===== src/rtl/ball_dispenser_if.sv =====
// Handshake bundle between the ball dispenser and its board-side environment:
// operator controls, lever/interceptor feedback, and release/status outputs.
interface ball_dispenser_if;
  logic       start;
  logic       clear;
  logic       refill;
  logic       i_lever_left;
  logic       i_lever_right;
  logic       i_intercepted;
  logic       o_ball_left;
  logic       o_ball_right;
  logic       busy;
  logic [1:0] halt_reason;
  logic [7:0] blue_left;
  logic [7:0] red_left;
  logic [7:0] released;

  modport master (
    output start, clear, refill, i_lever_left, i_lever_right, i_intercepted,
    input  o_ball_left, o_ball_right, busy, halt_reason, blue_left, red_left, released
  );

  modport slave (
    input  start, clear, refill, i_lever_left, i_lever_right, i_intercepted,
    output o_ball_left, o_ball_right, busy, halt_reason, blue_left, red_left, released
  );
endinterface


===== src/rtl/ball_dispenser.sv =====
// Releases one ball at a time from the blue/red hoppers, then waits for a lever,
// an interception or a timeout; the lever hit picks the colour of the next ball.
module ball_dispenser #(
  parameter int unsigned BLUE_BALLS     = 8,
  parameter int unsigned RED_BALLS      = 8,
  parameter int unsigned PULSE_LEN      = 2,
  parameter int unsigned TRAVEL_TIMEOUT = 64
) (
  input logic               clk,
  input logic               rst,
  ball_dispenser_if.slave   bus
);

  localparam int unsigned CNT_MAX = (PULSE_LEN > TRAVEL_TIMEOUT) ? PULSE_LEN : TRAVEL_TIMEOUT;
  localparam int unsigned CW      = $clog2(CNT_MAX + 1);

  localparam logic [1:0] HALT_NONE    = 2'd0;
  localparam logic [1:0] HALT_INTERC  = 2'd1;
  localparam logic [1:0] HALT_EMPTY   = 2'd2;
  localparam logic [1:0] HALT_TIMEOUT = 2'd3;

  typedef enum logic [1:0] {IDLE, RELEASE, IN_FLIGHT, HALTED} state_t;

  state_t        state_q, state_d;
  logic [CW-1:0] cnt_q, cnt_d;
  logic [7:0]    blue_q, blue_d;
  logic [7:0]    red_q, red_d;
  logic [7:0]    released_q, released_d;
  logic [1:0]    halt_q, halt_d;
  logic          ball_left_q, ball_left_d;
  logic          ball_right_q, ball_right_d;
  logic          busy_q, busy_d;
  logic          lev_l_q, lev_r_q;

  logic          edge_l, edge_r;
  logic [7:0]    blue_avail;
  logic [7:0]    released_inc;

  assign edge_l       = bus.i_lever_left & ~lev_l_q;
  assign edge_r       = bus.i_lever_right & ~lev_r_q;
  assign released_inc = (released_q == 8'hFF) ? released_q : released_q + 8'd1;

  always_comb begin
    state_d      = state_q;
    cnt_d        = cnt_q;
    blue_d       = blue_q;
    red_d        = red_q;
    released_d   = released_q;
    halt_d       = halt_q;
    ball_left_d  = 1'b0;
    ball_right_d = 1'b0;
    blue_avail   = bus.refill ? 8'(BLUE_BALLS) : blue_q;

    case (state_q)
      IDLE: begin
        if (bus.refill) begin
          blue_d = 8'(BLUE_BALLS);
          red_d  = 8'(RED_BALLS);
        end
        // A same-cycle refill is visible to the start through blue_avail.
        if (bus.start) begin
          if (blue_avail != 8'd0) begin
            blue_d      = blue_avail - 8'd1;
            released_d  = released_inc;
            ball_left_d = 1'b1;
            cnt_d       = CW'(1);
            state_d     = RELEASE;
          end else begin
            halt_d  = HALT_EMPTY;
            state_d = HALTED;
          end
        end
      end

      RELEASE: begin
        if (cnt_q >= CW'(PULSE_LEN)) begin
          cnt_d   = '0;
          state_d = IN_FLIGHT;
        end else begin
          cnt_d        = cnt_q + CW'(1);
          ball_left_d  = ball_left_q;
          ball_right_d = ball_right_q;
        end
      end

      IN_FLIGHT: begin
        cnt_d = cnt_q + CW'(1);
        if (bus.i_intercepted) begin
          halt_d  = HALT_INTERC;
          state_d = HALTED;
        end else if (edge_l) begin
          if (blue_q != 8'd0) begin
            blue_d      = blue_q - 8'd1;
            released_d  = released_inc;
            ball_left_d = 1'b1;
            cnt_d       = CW'(1);
            state_d     = RELEASE;
          end else begin
            halt_d  = HALT_EMPTY;
            state_d = HALTED;
          end
        end else if (edge_r) begin
          if (red_q != 8'd0) begin
            red_d        = red_q - 8'd1;
            released_d   = released_inc;
            ball_right_d = 1'b1;
            cnt_d        = CW'(1);
            state_d      = RELEASE;
          end else begin
            halt_d  = HALT_EMPTY;
            state_d = HALTED;
          end
        end else if (cnt_d == CW'(TRAVEL_TIMEOUT)) begin
          halt_d  = HALT_TIMEOUT;
          state_d = HALTED;
        end
      end

      HALTED: begin
        if (bus.refill) begin
          blue_d  = 8'(BLUE_BALLS);
          red_d   = 8'(RED_BALLS);
          halt_d  = HALT_NONE;
          state_d = IDLE;
        end else if (bus.clear) begin
          halt_d  = HALT_NONE;
          state_d = IDLE;
        end
      end

      default: state_d = IDLE;
    endcase

    busy_d = (state_d == RELEASE) || (state_d == IN_FLIGHT);
  end

  always_ff @(posedge clk) begin
    if (rst) begin
      state_q      <= IDLE;
      cnt_q        <= '0;
      blue_q       <= 8'(BLUE_BALLS);
      red_q        <= 8'(RED_BALLS);
      released_q   <= '0;
      halt_q       <= HALT_NONE;
      ball_left_q  <= 1'b0;
      ball_right_q <= 1'b0;
      busy_q       <= 1'b0;
      lev_l_q      <= 1'b0;
      lev_r_q      <= 1'b0;
    end else begin
      state_q      <= state_d;
      cnt_q        <= cnt_d;
      blue_q       <= blue_d;
      red_q        <= red_d;
      released_q   <= released_d;
      halt_q       <= halt_d;
      ball_left_q  <= ball_left_d;
      ball_right_q <= ball_right_d;
      busy_q       <= busy_d;
      lev_l_q      <= bus.i_lever_left;
      lev_r_q      <= bus.i_lever_right;
    end
  end

  assign bus.o_ball_left  = ball_left_q;
  assign bus.o_ball_right = ball_right_q;
  assign bus.busy         = busy_q;
  assign bus.halt_reason  = halt_q;
  assign bus.blue_left    = blue_q;
  assign bus.red_left     = red_q;
  assign bus.released     = released_q;

endmodule

===== src/flat_wrapper.sv =====
// flat-port wrapper written by rule: the top's interface ports become plain ports
module ball_dispenser_flat 
#(
  parameter int unsigned BLUE_BALLS     = 8,
  parameter int unsigned RED_BALLS      = 8,
  parameter int unsigned PULSE_LEN      = 2,
  parameter int unsigned TRAVEL_TIMEOUT = 64
)
  (clk, rst, bus_start, bus_clear, bus_refill, bus_i_lever_left, bus_i_lever_right, bus_i_intercepted, bus_o_ball_left, bus_o_ball_right, bus_busy, bus_halt_reason, bus_blue_left, bus_red_left, bus_released);
  ball_dispenser_if bus_i ();
  input logic clk;
  input logic rst;
  input wire logic [$bits(bus_i.start)-1:0] bus_start;
  input wire logic [$bits(bus_i.clear)-1:0] bus_clear;
  input wire logic [$bits(bus_i.refill)-1:0] bus_refill;
  input wire logic [$bits(bus_i.i_lever_left)-1:0] bus_i_lever_left;
  input wire logic [$bits(bus_i.i_lever_right)-1:0] bus_i_lever_right;
  input wire logic [$bits(bus_i.i_intercepted)-1:0] bus_i_intercepted;
  output wire logic [$bits(bus_i.o_ball_left)-1:0] bus_o_ball_left;
  output wire logic [$bits(bus_i.o_ball_right)-1:0] bus_o_ball_right;
  output wire logic [$bits(bus_i.busy)-1:0] bus_busy;
  output wire logic [$bits(bus_i.halt_reason)-1:0] bus_halt_reason;
  output wire logic [$bits(bus_i.blue_left)-1:0] bus_blue_left;
  output wire logic [$bits(bus_i.red_left)-1:0] bus_red_left;
  output wire logic [$bits(bus_i.released)-1:0] bus_released;
  assign bus_i.start = bus_start;
  assign bus_i.clear = bus_clear;
  assign bus_i.refill = bus_refill;
  assign bus_i.i_lever_left = bus_i_lever_left;
  assign bus_i.i_lever_right = bus_i_lever_right;
  assign bus_i.i_intercepted = bus_i_intercepted;
  assign bus_o_ball_left = bus_i.o_ball_left;
  assign bus_o_ball_right = bus_i.o_ball_right;
  assign bus_busy = bus_i.busy;
  assign bus_halt_reason = bus_i.halt_reason;
  assign bus_blue_left = bus_i.blue_left;
  assign bus_red_left = bus_i.red_left;
  assign bus_released = bus_i.released;
  ball_dispenser #(.BLUE_BALLS(BLUE_BALLS), .RED_BALLS(RED_BALLS), .PULSE_LEN(PULSE_LEN), .TRAVEL_TIMEOUT(TRAVEL_TIMEOUT)) u_core (.clk(clk), .rst(rst), .bus(bus_i));
endmodule

===== config.mk =====
export PLATFORM = sky130hd
export DESIGN_NAME = ball_dispenser_flat
export DESIGN_NICKNAME = d
export VERILOG_FILES = /design/src/rtl/ball_dispenser_if.sv /design/src/rtl/ball_dispenser.sv /design/src/flat_wrapper.sv
export SDC_FILE = /design/constraint.sdc
export NUM_CORES = 1
export LEC_CHECK = 0
export BUFFER_PORTS_ARGS = -buffer_cell sky130_fd_sc_hd__clkbuf_2
export CAP_MARGIN = 10
export CORE_UTILIZATION = 35
export CTS_CLUSTER_SIZE = 16
export DETAILED_ROUTE_END_ITERATION = 16
export HOLD_SLACK_MARGIN = 0.1
export PLACE_DENSITY_LB_ADDON = 0.3
export RECOVER_POWER = 25
export SYNTH_ARGS = -nofsm -noshare
export SYNTH_HDL_FRONTEND = slang
export SYNTH_SLANG_ARGS = --single-unit

===== constraint.sdc =====
create_clock -name clk -period 5.6 [get_ports clk]
set_clock_uncertainty 0.05 [all_clocks]
set_input_delay 0.84 -clock clk [delete_from_list [all_inputs] [get_ports clk]]
set_output_delay 0.84 -clock clk [all_outputs]
set_load 0.05 [all_outputs]

==> results of run 1 <==
[critical path: cells and delay by family (launching register included)]
kind            cells  cell delay (ns)
simple gates        2             0.70
buf+inv             1             0.26
fa+ha+maj           1             0.70
flops               1             0.43
compound gates      2             0.74
[sequential cells by signal (all words and copies together) (netlist names)]
register and flops:
u_core.lev_r_q 1, u_core.bus.red_left 8, u_core.lev_l_q 1, u_core.bus.o_ball_right 1
u_core.bus.blue_left 8, u_core.state_q 2, u_core.bus.halt_reason 2, u_core.bus.released 8
u_core.bus.o_ball_left 1, u_core.bus.busy 1, u_core.cnt_q 7
[area by class of cell]
cell class	instances	area (sq um)
well taps	99	124
repair buffers	36	160
flip-flops and latches	40	801
multi-input cells	254	1700
inverters	15	56.3
fillers	782	4280
clock buffers	5	68.8
clock inverters	2	60.1
[layout by cell type, fill, tap and decap left out, types with 2 or more instances in the layout]
cell type / n
a311oi_1: 4
ha_1: 11
nor3_1: 8
nor2b_1: 6
xor2_1: 13
o211ai_1: 3
nand4_1: 6
o21ai_0: 14
o311ai_2: 4
clkbuf_1: 16
or4_1: 2
and2_1: 2
nand2_1: 29
o31ai_1: 4
dfxtp_1: 40
o21ai_2: 2
clkbuf_2: 20
nor4_1: 4
and3_1: 6
a31oi_1: 3
a21oi_1: 19
a32o_1: 2
a211oi_1: 5
bufinv_16: 2
nor2_1: 33
o21bai_1: 3
clkbuf_8: 5
or2_2: 4
a31o_2: 2
nand2b_1: 8
xnor2_1: 2
nand3_1: 23
inv_1: 14
nand3b_1: 3
[worst max path at each step]
stage / startpoint / cells after the start / to / slack, ns
final: u_core.state_q[1] / 6 / u_core.bus.red_left[5] / 2.66
after global routing: u_core.state_q[1] / 6 / u_core.bus.red_left[5] / 2.33
after CTS: u_core.state_q[0] / 7 / u_core.bus.red_left[5] / 2.68
after detailed placement: bus_refill / 9 / u_core.cnt_q[1] / 2.62
after global placement: bus_refill / 9 / u_core.bus.released[6] / 2.73
after floorplan: u_core.bus.blue_left[0] / 8 / u_core.bus.blue_left[5] / 3.07
[metal layers]
layer / global-route usage, % / up-vias / routed length (microns)
li1: - / 1243 / -
met1: 23.0 / 1182 / 3030
met2: 27.8 / 73 / 2940
met3: 3.92 / 8 / 313
met4: 5.87 / 0 / 92
met5: 0 / - / 0
[stage by stage]
step           cell area (sq um)  std cells  setup slack, ns  utilization, %  power (mW)
2_1_floorplan               2630        322             3.07               -        1.23
3_3_place_gp                2860        444             2.73            39.5        1.42
3_5_place_dp                2860        444             2.62            39.5        1.42
4_1_cts                     2990        451             2.68            41.2        1.71
5_1_grt                     2970        451             2.33            41.0        1.83
6_report                    2970        451             2.66            41.0        1.70
[cell families (layout without fill, tap and decap cells)]
logic type                 after synthesis  in the layout  synth area share [%]
xor gates and xnor gates                15             15                  4.99
buffers and inverters                   28             58                  4.90
adders and majority gates               11             11                  5.23
and+or+nand+nor                        143            143                  28.2
muxes                                    2              2                 0.808
AOI/OAI and AO/OA                       83             83                  25.4
DFF                                     40             40                  30.4
[power by group]
part	internal [mW]	switching (mW)
clock	0.175	0.102
combinational	0.321	0.667
sequential	0.346	0.0845
total	0.843	0.854
==> reports/summary.txt, run 1 <==
# diodes: 0
RePlAce Congestion: 0.892
Layout cells sized above 1: 14.5%
Worst IR Drop VDD: 0.302 mV
Largest net degree at the start of global routing: 32
Ys async rst share: 0%
CTS buffer count: 5
Avg Vias per Cell: 5.56
Fin Hold WS: 0.421 ns
F_max: 0.340 GHz
Most frequent cell after synthesis: dfxtp_1
Area leader, netlist: dfxtp_1
Die Area: 7870 sq um
Max cap viols: 0
Fin. Hold Viols: 0
Cell variety after synth: 65
Crit. End Element: flip-flop
Worst hold start: u_core.bus.halt_reason[1]
Clock root buffer: clkbuf_8
Final period util: 52.6%
Ys Warns: 0
WL per Instance: 14.1 microns
Number of port buffers: 36
Crit path required time: 5.78 ns
Slew @ Worst Pin: 1.42 ns
CP startpoint kind: flip-flop
Initial Utilization: 36.3%
Die Span Y: 88.7 microns
Crit-path max cell delay: 0.70 ns
Setup TNS: 0 ns
Most frequent cells after synthesis: 40 x dfxtp_1, 33 x nor2_1, 29 x nand2_1
Crit path top cell by count: a21oi_1
Critical path cell sequence: ha_1 > inv_2 > a21oi_1 > nand3_1 > or4_1 > a21oi_1
Hpwl dp: 4650 microns
Reg2reg path depth: 6
Setup Fix Bufs, Post-CTS: 0
Worst-path fanout max: 22
First-pass GRT wire length: 10,700 microns
GRT Total Usage: 17.3%
DRT antenna net count: 0
Syn_area_per_cell: 8.17 sq um
IO Pins: 37
Number of synthesized register bits: 40
RR Endpoint: u_core.bus.red_left[5]
Vias post-DR: 2,506
P_leak: 1.10 nW
Area share of the leading cell type in the synthesized netlist: 30.4%
Core Box Area: 7250 sq um
Max Slew Vio Count: 0
DRC Markers: 0
Crit path DAT: 3.12 ns
Slew headroom: 5.31%
Dominant synthesized flop cell: dfxtp_1
GR Overflow Total: 0
Setup-failing EPs final: 0
Worst hold path depth: 2
Cts hold-fix bufs: 0
RR Startpoint: u_core.state_q[1]
Final wirelength: 6380 microns
Fin crit period: 2.94 ns
Die Span X: 88.7 microns
Synthesized Nets: 341
Number of global-route vias before repair: 2,248
Post_cts resized: 0
Area Growth Syn to Fin: 12.9%
CTS tree: done
Initial antenna violation count: 0
Final #Nets: 371
Status: finished, final reports clean
CTS H-tree lvls: 2
DR pass1 iterations: 5
CTS clk-pin slew, worst paths: 0.08 ns
R2R Setup Slk: 2.66 ns
Clock buffer depth: 2
EDFF count, synth: 0
Clk_lat worst skew: 0.30 ns
Rows: 31
Area contributors post-synth: dfxtp_1 30%, ha_1 5.2%, nor2_1 4.7%, nand3_1 4.4%, xor2_1 4.3%
Slowest cell on crit path: ha_1
Power per cell area: 571 nW/um^2
Hold Crit Class: reg2reg
CP Class: reg2reg
Syn Std Cell Area: 2630 sq um
RSZ-0062 raised after global routing: no
Worst Hold Endpoint: u_core.bus.halt_reason[1]
Sequential area share after synthesis: 30.4%
Cell count after synthesis: 322
Sink count of the clock tree: 40
DR iter-0 viols: 186
Note: power is estimated with default switching activity, not from simulation.
==> inputs of run 2 (changes only) <==
- clock period: 5.6 -> 3.1 ns (I/O delays scaled with it)
==> reports/summary.txt, run 2 (synthesized netlist as in run 1, its figures left out) <==
Status: finished, final reports clean (unchanged)
Initial Utilization: 36.3% (unchanged)
Number of global-route vias before repair: 2,251 (was 2,248)
Avg Vias per Cell: 5.47 (was 5.56)
Power per cell area: 1020 nW/um^2 (was 571 nW/um^2)
Final #Nets: 376 (was 371)
Core Box Area: 7250 sq um (unchanged)
IO Pins: 37 (unchanged)
RePlAce Congestion: 0.916 (was 0.892)
Worst-path fanout max: 13 (was 22)
Clock root buffer: clkbuf_8 (unchanged)
Most frequent cells in the layout: 40 x dfxtp_1, 33 x nor2_1, 29 x nand2_1, 23 x nand3_1, 21 x clkbuf_2 (was 40 x dfxtp_1, 33 x nor2_1, 29 x nand2_1, 23 x nand3_1, 20 x clkbuf_2)
RR Startpoint: u_core.state_q[0] (was u_core.state_q[1])
Die Area: 7870 sq um (unchanged)
Worst hold path depth: 2 (unchanged)
CTS buffer count: 5 (unchanged)
Final period util: 84.4% (was 52.6%)
Crit. End Element: flip-flop (unchanged)
Reg2reg path depth: 8 (was 6)
Number of port buffers: 36 (unchanged)
CP startpoint kind: flip-flop (unchanged)
Max cap viols: 0 (unchanged)
First-pass GRT wire length: 10,700 microns (about the same)
GRT Total Usage: 17.4% (was 17.3%)
Crit path required time: 3.24 ns (was 5.78 ns)
Vias post-DR: 2,499 (was 2,506)
Die Span X: 88.7 microns (unchanged)
Hpwl dp: 4770 microns (was 4650 microns)
CP Class: reg2reg (unchanged)
Sequential cell area: 801 sq um (unchanged)
Die Span Y: 88.7 microns (unchanged)
Slew @ Worst Pin: 1.40 ns (was 1.42 ns)
Crit path DAT: 2.76 ns (was 3.12 ns)
# diodes: 0 (unchanged)
F_max: 0.382 GHz (was 0.340 GHz)
DRC Markers: 0 (unchanged)
Sink count of the clock tree: 40 (unchanged)
Slew headroom: 6.51% (was 5.31%)
DR pass1 iterations: 4 (was 5)
Fin. Hold Viols: 0 (unchanged)
Post_cts resized: 0 (unchanged)
Initial antenna violation count: 0 (unchanged)
GR Overflow Total: 0 (unchanged)
Hold Crit Class: in2reg (was reg2reg)
DRT antenna net count: 0 (unchanged)
Final wirelength: 6430 microns (was 6380 microns)
Worst hold start: bus_i_lever_left (was u_core.bus.halt_reason[1])
Clock buffer depth: 2 (unchanged)
Worst Setup Slack, final: 0.484 ns (was 2.66 ns)
Area Growth Syn to Fin: 13.5% (was 12.9%)
CTS tree: done (unchanged)
Clk_lat worst skew: 0.29 ns (was 0.30 ns)
Crit path launch: u_core.state_q[0] (was u_core.state_q[1])
Setup TNS: 0 ns (unchanged)
DR iter-0 viols: 181 (was 186)
P_leak: 1.12 nW (was 1.10 nW)
Cts hold-fix bufs: 0 (unchanged)
Rows: 31 (unchanged)
Layout cells sized above 1: 15.6% (was 14.5%)
Commonest non-fill, non-tap cell in the layout: dfxtp_1 (unchanged)
WL per Instance: 14.1 microns (about the same)
Place WS: 0.534 ns (was 2.62 ns)
Fin crit period: 2.62 ns (was 2.94 ns)
RSZ-0062 raised after global routing: no (unchanged)
Max Slew Vio Count: 0 (unchanged)
Worst IR Drop VDD: 0.668 mV (was 0.302 mV)
CTS H-tree lvls: 2 (unchanged)
FILL cells: 766 (was 782)
Setup Fix Bufs, Post-CTS: 0 (unchanged)
Largest net degree at the start of global routing: 31 (was 32)
Multi-input logic area: 1700 sq um (unchanged)
CTS clk-pin slew, worst paths: 0.08 ns (about the same)
Setup-failing EPs final: 0 (unchanged)
-- run 2: cell count changes in the layout (fill, tap and decap cells not counted), sizes merged --
cell | previous run | this run
buf | 0 | 4
clkbuf | 41 | 43
bufinv | 2 | 1
clkinv | 0 | 1
-- run 2: final timing paths --
check	slack (ns)	end
max	0.48	u_core.bus.blue_left[6]
min	0.36	u_core.lev_l_q
min reg2reg	0.42	u_core.bus.halt_reason[1]
max reg2reg	0.48	u_core.bus.blue_left[6]
-- run 2: final cells by class --
type	count	area share, %
Clock buffer	6	2.43
Clock inverter	2	1.17
Multi-Input combinational cell	254	57.0
Sequential cell	40	26.8
Timing Repair Buffer	41	6.54
Tap cell	99	4.15
Inverter	15	1.89
-- run 2: metrics by stage --
stage	power, mW	hold WS, ns	area, sq um	utilization (%)	std cells
floorplan	2.23	0.456	2630	-	322
global placement	2.64	0.405	2900	40.0	449
detailed placement	2.63	0.403	2900	40.0	449
CTS	3.07	0.353	3010	41.5	457
global route	3.29	0.358	2990	41.2	457
finish	3.06	0.359	2990	41.2	457
-- run 2: metal layers --
layer / up-vias / part of all wire, % / global-route usage [%]
met3: 8 / 6.7 / 4.01
met5: - / 0 / 0
li1: 1259 / - / -
met2: 78 / 45 / 27.2
met4: 0 / 1.2 / 7.48
met1: 1154 / 47 / 22.8
-- run 2: power by group --
part           internal (mW)  switching, mW
Combinational          0.628           1.23
Sequential             0.626          0.154
Clock                  0.239          0.184
-- run 2: critical path, stage by stage, from the launching register on --
cell	delay, ns
dfxtp_1	0.35
inv_1	0.11
ha_1	0.47
nor4bb_1	0.31
a221o_1	0.25
or2_0	0.37
nor2_1	0.12
a32o_1	0.27
a211oi_1	0.21
